===== config.mk =====
export PLATFORM = sky130hd
export DESIGN_NAME = rx_medida_7e1
export DESIGN_NICKNAME = d
export VERILOG_FILES = /design/src/rtl/rx_medida_7e1.sv
export SDC_FILE = /design/constraint.sdc
export NUM_CORES = 1
export LEC_CHECK = 0
export BUFFER_PORTS_ARGS = -buffer_cell sky130_fd_sc_hd__buf_2
export CAP_MARGIN = 10
export CORE_MARGIN = 2
export CORE_UTILIZATION = 47
export CTS_CLUSTER_DIAMETER = 60
export DETAILED_ROUTE_END_ITERATION = 12
export PLACE_DENSITY_LB_ADDON = 0.25
export SLEW_MARGIN = 20
export SYNTH_ARGS = -nofsm -noshare
export SYNTH_HDL_FRONTEND = slang
export SYNTH_SLANG_ARGS = --single-unit

===== constraint.sdc =====
create_clock -name clock -period 2.97 [get_ports clock]
set_input_delay 0.1485 -clock clock [delete_from_list [all_inputs] [get_ports clock]]
set_output_delay 0.1485 -clock clock [all_outputs]
set_load 0.05 [all_outputs]

===== src/rtl/rx_medida_7e1.sv =====
// 7E1 serial receiver and "XYZ#" frame parser: rebuilds a 3-digit BCD measure
// and flags each valid frame, parity error and format error with 1-cycle pulses.
module rx_medida_7e1 #(
    parameter int CLKS_PER_BIT = 434,
    parameter int CNT_W        = 9
) (
    input  logic        clock,
    input  logic        reset,
    input  logic        entrada_serial,
    output logic [11:0] medida,
    output logic        pronto,
    output logic        erro_paridade,
    output logic        erro_formato,
    output logic [3:0]  db_estado
);
    localparam logic [CNT_W-1:0] LAST      = CNT_W'(CLKS_PER_BIT - 1);
    localparam logic [CNT_W-1:0] HALF_LAST = CNT_W'(CLKS_PER_BIT / 2 - 1);

    typedef enum logic [2:0] {RX_IDLE, RX_START, RX_DATA, RX_PAR, RX_STOP} rx_t;
    typedef enum logic [2:0] {P_D0, P_D1, P_D2, P_HASH, P_SINC} ps_t;

    logic [1:0] sync_q;
    logic       rx_s, rx_prev;
    assign rx_s = sync_q[1];

    always_ff @(posedge clock) begin
        if (reset) begin
            sync_q  <= 2'b11;
            rx_prev <= 1'b1;
        end else begin
            sync_q  <= {sync_q[0], entrada_serial};
            rx_prev <= rx_s;
        end
    end

    rx_t              rx_state, rx_next;
    logic [CNT_W-1:0] cnt, cnt_next;
    logic [2:0]       bit_idx, bit_next;
    logic [6:0]       shreg, sh_next;
    logic             par_bit, par_next;
    logic             char_done;

    always_ff @(posedge clock) begin
        if (reset) begin
            rx_state <= RX_IDLE;
            cnt      <= '0;
            bit_idx  <= '0;
            shreg    <= '0;
            par_bit  <= 1'b0;
        end else begin
            rx_state <= rx_next;
            cnt      <= cnt_next;
            bit_idx  <= bit_next;
            shreg    <= sh_next;
            par_bit  <= par_next;
        end
    end

    always_comb begin
        rx_next   = rx_state;
        cnt_next  = cnt + 1'b1;
        bit_next  = bit_idx;
        sh_next   = shreg;
        par_next  = par_bit;
        char_done = 1'b0;
        case (rx_state)
            RX_IDLE: begin
                cnt_next = '0;
                if (rx_prev && !rx_s) rx_next = RX_START;
            end
            RX_START: if (cnt == HALF_LAST) begin
                // a line already back high at mid-start is a glitch, not a char
                cnt_next = '0;
                bit_next = '0;
                rx_next  = rx_s ? RX_IDLE : RX_DATA;
            end
            RX_DATA: if (cnt == LAST) begin
                cnt_next = '0;
                sh_next  = {rx_s, shreg[6:1]};
                bit_next = bit_idx + 1'b1;
                if (bit_idx == 3'd6) rx_next = RX_PAR;
            end
            RX_PAR: if (cnt == LAST) begin
                cnt_next = '0;
                par_next = rx_s;
                rx_next  = RX_STOP;
            end
            RX_STOP: if (cnt == LAST) begin
                cnt_next  = '0;
                char_done = 1'b1;
                rx_next   = RX_IDLE;
            end
            default: rx_next = RX_IDLE;
        endcase
    end

    // char checks are valid only in the char_done cycle (stop sample = rx_s)
    logic par_err, stop_err, is_digit, is_hash;
    assign par_err  = ^{shreg, par_bit};
    assign stop_err = !rx_s;
    assign is_digit = (shreg >= 7'h30) && (shreg <= 7'h39);
    assign is_hash  = (shreg == 7'h23);

    ps_t         p_state, p_next;
    logic [11:0] tmp, tmp_next, med_next;
    logic        pr_next, ep_next, ef_next;

    always_ff @(posedge clock) begin
        if (reset) begin
            p_state       <= P_D0;
            tmp           <= '0;
            medida        <= '0;
            pronto        <= 1'b0;
            erro_paridade <= 1'b0;
            erro_formato  <= 1'b0;
        end else begin
            p_state       <= p_next;
            tmp           <= tmp_next;
            medida        <= med_next;
            pronto        <= pr_next;
            erro_paridade <= ep_next;
            erro_formato  <= ef_next;
        end
    end

    always_comb begin
        p_next   = p_state;
        tmp_next = tmp;
        med_next = medida;
        pr_next  = 1'b0;
        ep_next  = 1'b0;
        ef_next  = 1'b0;
        if (char_done) begin
            if (p_state == P_SINC) begin
                if (!par_err && !stop_err && is_hash) p_next = P_D0;
            end else if (par_err || stop_err) begin
                ep_next = par_err;
                ef_next = stop_err;
                p_next  = P_SINC;
            end else if (is_digit) begin
                case (p_state)
                    P_D0: begin tmp_next[11:8] = shreg[3:0]; p_next = P_D1; end
                    P_D1: begin tmp_next[7:4]  = shreg[3:0]; p_next = P_D2; end
                    P_D2: begin tmp_next[3:0]  = shreg[3:0]; p_next = P_HASH; end
                    default: begin ef_next = 1'b1; p_next = P_SINC; end
                endcase
            end else if (is_hash) begin
                // an early '#' still marks a frame boundary, so restart at D0
                if (p_state == P_HASH) begin
                    pr_next  = 1'b1;
                    med_next = tmp;
                end else begin
                    ef_next = 1'b1;
                end
                p_next = P_D0;
            end else begin
                ef_next = 1'b1;
                p_next  = P_SINC;
            end
        end
    end

    // SINC and STOP alias to 0 in the 2-bit debug view
    assign db_estado = {p_state[1:0], rx_state[1:0]};
endmodule


==> metrics <==
synthesized instance count=approximately 270; Setup WS post-layout=0.390 ns; MaxCap Viol Count=0; Overall Global Routing Usage=15.7%; top cells by area, synth=sky130_fd_sc_hd__dfxtp_1 (45%), sky130_fd_sc_hd__mux2i_1 (12%), sky130_fd_sc_hd__nor2_1 (9.5%); area share of the leading cell type in the synthesized netlist=45.2%; Net Sw Frac=a little over a fifth; Worst Setup Path Type=flip-flop to flip-flop; largest driver fanout on the critical path=13; relative area change from synthesis to final layout=8.48%; Min Clock Period, post-route=2.58 ns; commonest register cell after synthesis=sky130_fd_sc_hd__dfxtp_1; run status=completed; largest voltage drop on the vdd net=between 0.0003 and 0.0004 V; EDFF count, synth=0; number of sinks driven by the clock tree=56; commonest cells after routing, fill and taps aside=sky130_fd_sc_hd__nor2_1 (63), sky130_fd_sc_hd__dfxtp_1 (56), sky130_fd_sc_hd__mux2i_1 (30); Max clock buf depth=2; number of synthesis warnings=0; CTS tree=done; core region area=0.00511 mm2; Diodes inserted=0; Post-Synthesis Mean Instance Area=9.15 um2; via total after detailed routing=1780; post-detailed-route wirelength per cell=12.1 um; worst-margin pin slew=0.830 ns; Slew headroom=44.7%; Initial Utilization=48.6%; number of nets in the layout=296; gr ovfl total=0; Placed Instances=347; Logic pwr share=1.9%; Internal=between 0.9 and 1 mW; IO Count=22; Final Wtd Congestion=0.846; clock slew at the register clock pins of the worst setup and hold paths=approximately 0.10 ns; H-Tree Depth=2; Crit path largest cell delay=0.45 ns; sequential fraction of the synthesis area=about 45%; Final Cycle Share=86.9%; number of buffers created by CTS=5; total count of hold-check failures in the final report=0; worst-case clock skew=0.0123 ns; portion of total power attributed to sequential cells=63.0%; number of design-rule violations left by the first detailed-router iteration=76; final number of setup-violating endpoints=0; number of antenna violations at the first check in global routing=0; first-pass GRT wire length=7610 um; static leakage power=1.25 nW; Net Sw Power=0.252 mW; vias in the first global route=1670; count of unique library cells instantiated by Yosys=40; largest area contributor in the netlist=sky130_fd_sc_hd__dfxtp_1; Max Freq=between 0.3 and 0.4 GHz; largest net degree at the start of global routing=48; relative contribution of the clock network to total power=35.2%; remaining antenna violation count=0; Post-CTS Setup Repair Bufs=0; die outline area=0.00587 mm2; Setup TNS Final=0 ns; FP Rows=26; Async S/R FF share, synth=0%; clock latency reported for the late side of the worst-skew pair=around 0.3 ns; endpoint arrival time on the critical path=approximately 2.7 ns; width of the die=76.6 um; clock root buffer master=sky130_fd_sc_hd__clkbuf_8; Crit-path slowest cell=sky130_fd_sc_hd__dfxtp_1; cell area after technology mapping=0.00248 mm2; non-filler cells in the finished layout=355; Via-to-Cell Ratio=around 5; final count of pins violating max slew=0; critical path, cell by cell=inv_1, ha_1, xnor3_1, xor2_1, nor3b_2, nand3_2, mux2i_1, nor2_1; total routed wirelength=4280 um; kind of capture point of the worst setup path=flip-flop; power per cell area=446 mW/mm2; setup repair after global routing missed its margin=false; Die Ht=around 77 um; half-perimeter wire length after placement=2990 um; number of iterations in the first detailed-routing pass=4; crit start category=flip-flop; Gates resized, CTS repair=0; endpoint required time on the critical path=approximately 3.1 ns; IO Port Bufs=21; quantity of hold-fixing buffers added after cts=0; most frequent standard cell in the layout excluding fill and tap cells=sky130_fd_sc_hd__nor2_1; worst slack at placement=about 0.39 ns; Syn Nets=roughly 280; kind of path behind the tightest hold check=primary input to flip-flop; synthesis-stage register bit count=between 50 and 60; fraction of layout cells with a size suffix above 1=13.3%; Post-route DRC=0
## cell usage after synthesis (2+ instances only)
cell                         n
sky130_fd_sc_hd__a21o_1      2
sky130_fd_sc_hd__or3b_2      2
sky130_fd_sc_hd__xor2_1      5
sky130_fd_sc_hd__a21boi_0    2
sky130_fd_sc_hd__xnor2_1     5
sky130_fd_sc_hd__and4b_1     2
sky130_fd_sc_hd__and3_1      2
sky130_fd_sc_hd__nand2_1    11
sky130_fd_sc_hd__a31oi_1     2
sky130_fd_sc_hd__dfxtp_1    56
sky130_fd_sc_hd__or2_2       5
sky130_fd_sc_hd__nor4b_1     2
sky130_fd_sc_hd__buf_4       6
sky130_fd_sc_hd__o21a_1      2
sky130_fd_sc_hd__a21oi_1    12
sky130_fd_sc_hd__nand3_1     4
sky130_fd_sc_hd__a2bb2oi_1   2
sky130_fd_sc_hd__mux2i_1    30
sky130_fd_sc_hd__o21ai_0     6
sky130_fd_sc_hd__nand4_1     5
sky130_fd_sc_hd__clkbuf_1    9
sky130_fd_sc_hd__ha_1        9
sky130_fd_sc_hd__inv_1      11
sky130_fd_sc_hd__nor2_1     63
## area by class of cell
cell class | count | area (um2)
Clock buffer | 7 | 86.3
Clock inverter | 1 | 7.51
Fill cell | 510 | 2420
Inverter | 11 | 41.3
Multi-Input combinational cell | 188 | 1230
Sequential cell | 56 | 1120
Tap cell | 70 | 87.6
Timing Repair Buffer | 22 | 113
## worst max-delay path: cells and delay by family (launching register included)
family,cells,cell delay (ns)
buffers and inverters,1,0.12
multiplexers,1,0.27
adder cells (fa/ha/maj),1,0.30
AND/OR/NAND/NOR,3,0.87
flip-flops,1,0.45
XOR/XNOR,2,0.43
## registers in the layout, indices dropped and copies added, names as in the netlist
register       flops
bit_idx            3
cnt                9
erro_formato       1
erro_paridade      1
medida            12
p_state            3
par_bit            1
pronto             1
rx_prev            1
rx_state           3
shreg              7
sync_q             2
tmp               12
## kinds of logic (layout without fill, tap and decap cells)
family	after synthesis	after routing	synth area share, %
flip-flops	56	56	45.2
AND/OR/NAND/NOR	107	107	20.9
adder cells (fa/ha/maj)	9	9	4.54
multiplexers	30	30	12.1
AO/OA/AOI/OAI	31	31	7.72
buffers and inverters	27	41	5.05
XOR/XNOR	11	11	4.44
## worst paths after layout
path | from | end | slack [ns] | depth (start not counted)
setup / recovery | shreg[1]$_SDFFE_PP0P_ | medida[8]$_SDFFE_PP0P_ | 0.39 | 8
hold / removal | entrada_serial | sync_q[0]$_SDFF_PP1_ | 0.02 | 2
setup reg to reg | shreg[1]$_SDFFE_PP0P_ | medida[8]$_SDFFE_PP0P_ | 0.39 | 8
hold reg to reg | sync_q[0]$_SDFF_PP1_ | sync_q[1]$_SDFF_PP1_ | 0.43 | 1
## per-stage QoR
stage | total power [mW] | area, um2 | util (%) | hold slack (ns)
3_5_place_dp | 0.796 | 2600 | 50.8 | 0.340
4_1_cts | 1.22 | 2690 | 52.7 | 0.0167
6_report | 1.20 | 2690 | 52.7 | 0.0213
3_3_place_gp | 0.795 | 2600 | 50.8 | 0.331
2_1_floorplan | 0.791 | 2480 | - | 0.252
5_1_grt | 1.25 | 2690 | 52.7 | 0.0184
## metal layers
layer / share of wire, % / routed length [um] / GRT usage, % / vias up
met5: 0 / 0 / 0 / -
met4: 0.89 / 38 / 3.82 / 0
met3: 2.7 / 115 / 3.91 / 5
met2: 45 / 1910 / 25.7 / 21
met1: 52 / 2210 / 21.0 / 820
li1: - / - / - / 934
## power groups by stage
stage / Clock (mW) / Sequential, mW / Combinational (mW)
finish: 0.422 / 0.756 / 0.0225
global route: 0.473 / 0.756 / 0.0252
CTS: 0.443 / 0.756 / 0.0228
detailed placement: 0 / 0.773 / 0.0225
global placement: 0 / 0.773 / 0.0223
floorplan: 0 / 0.772 / 0.0197
No activity file was read; power rests on OpenSTA's default activity.
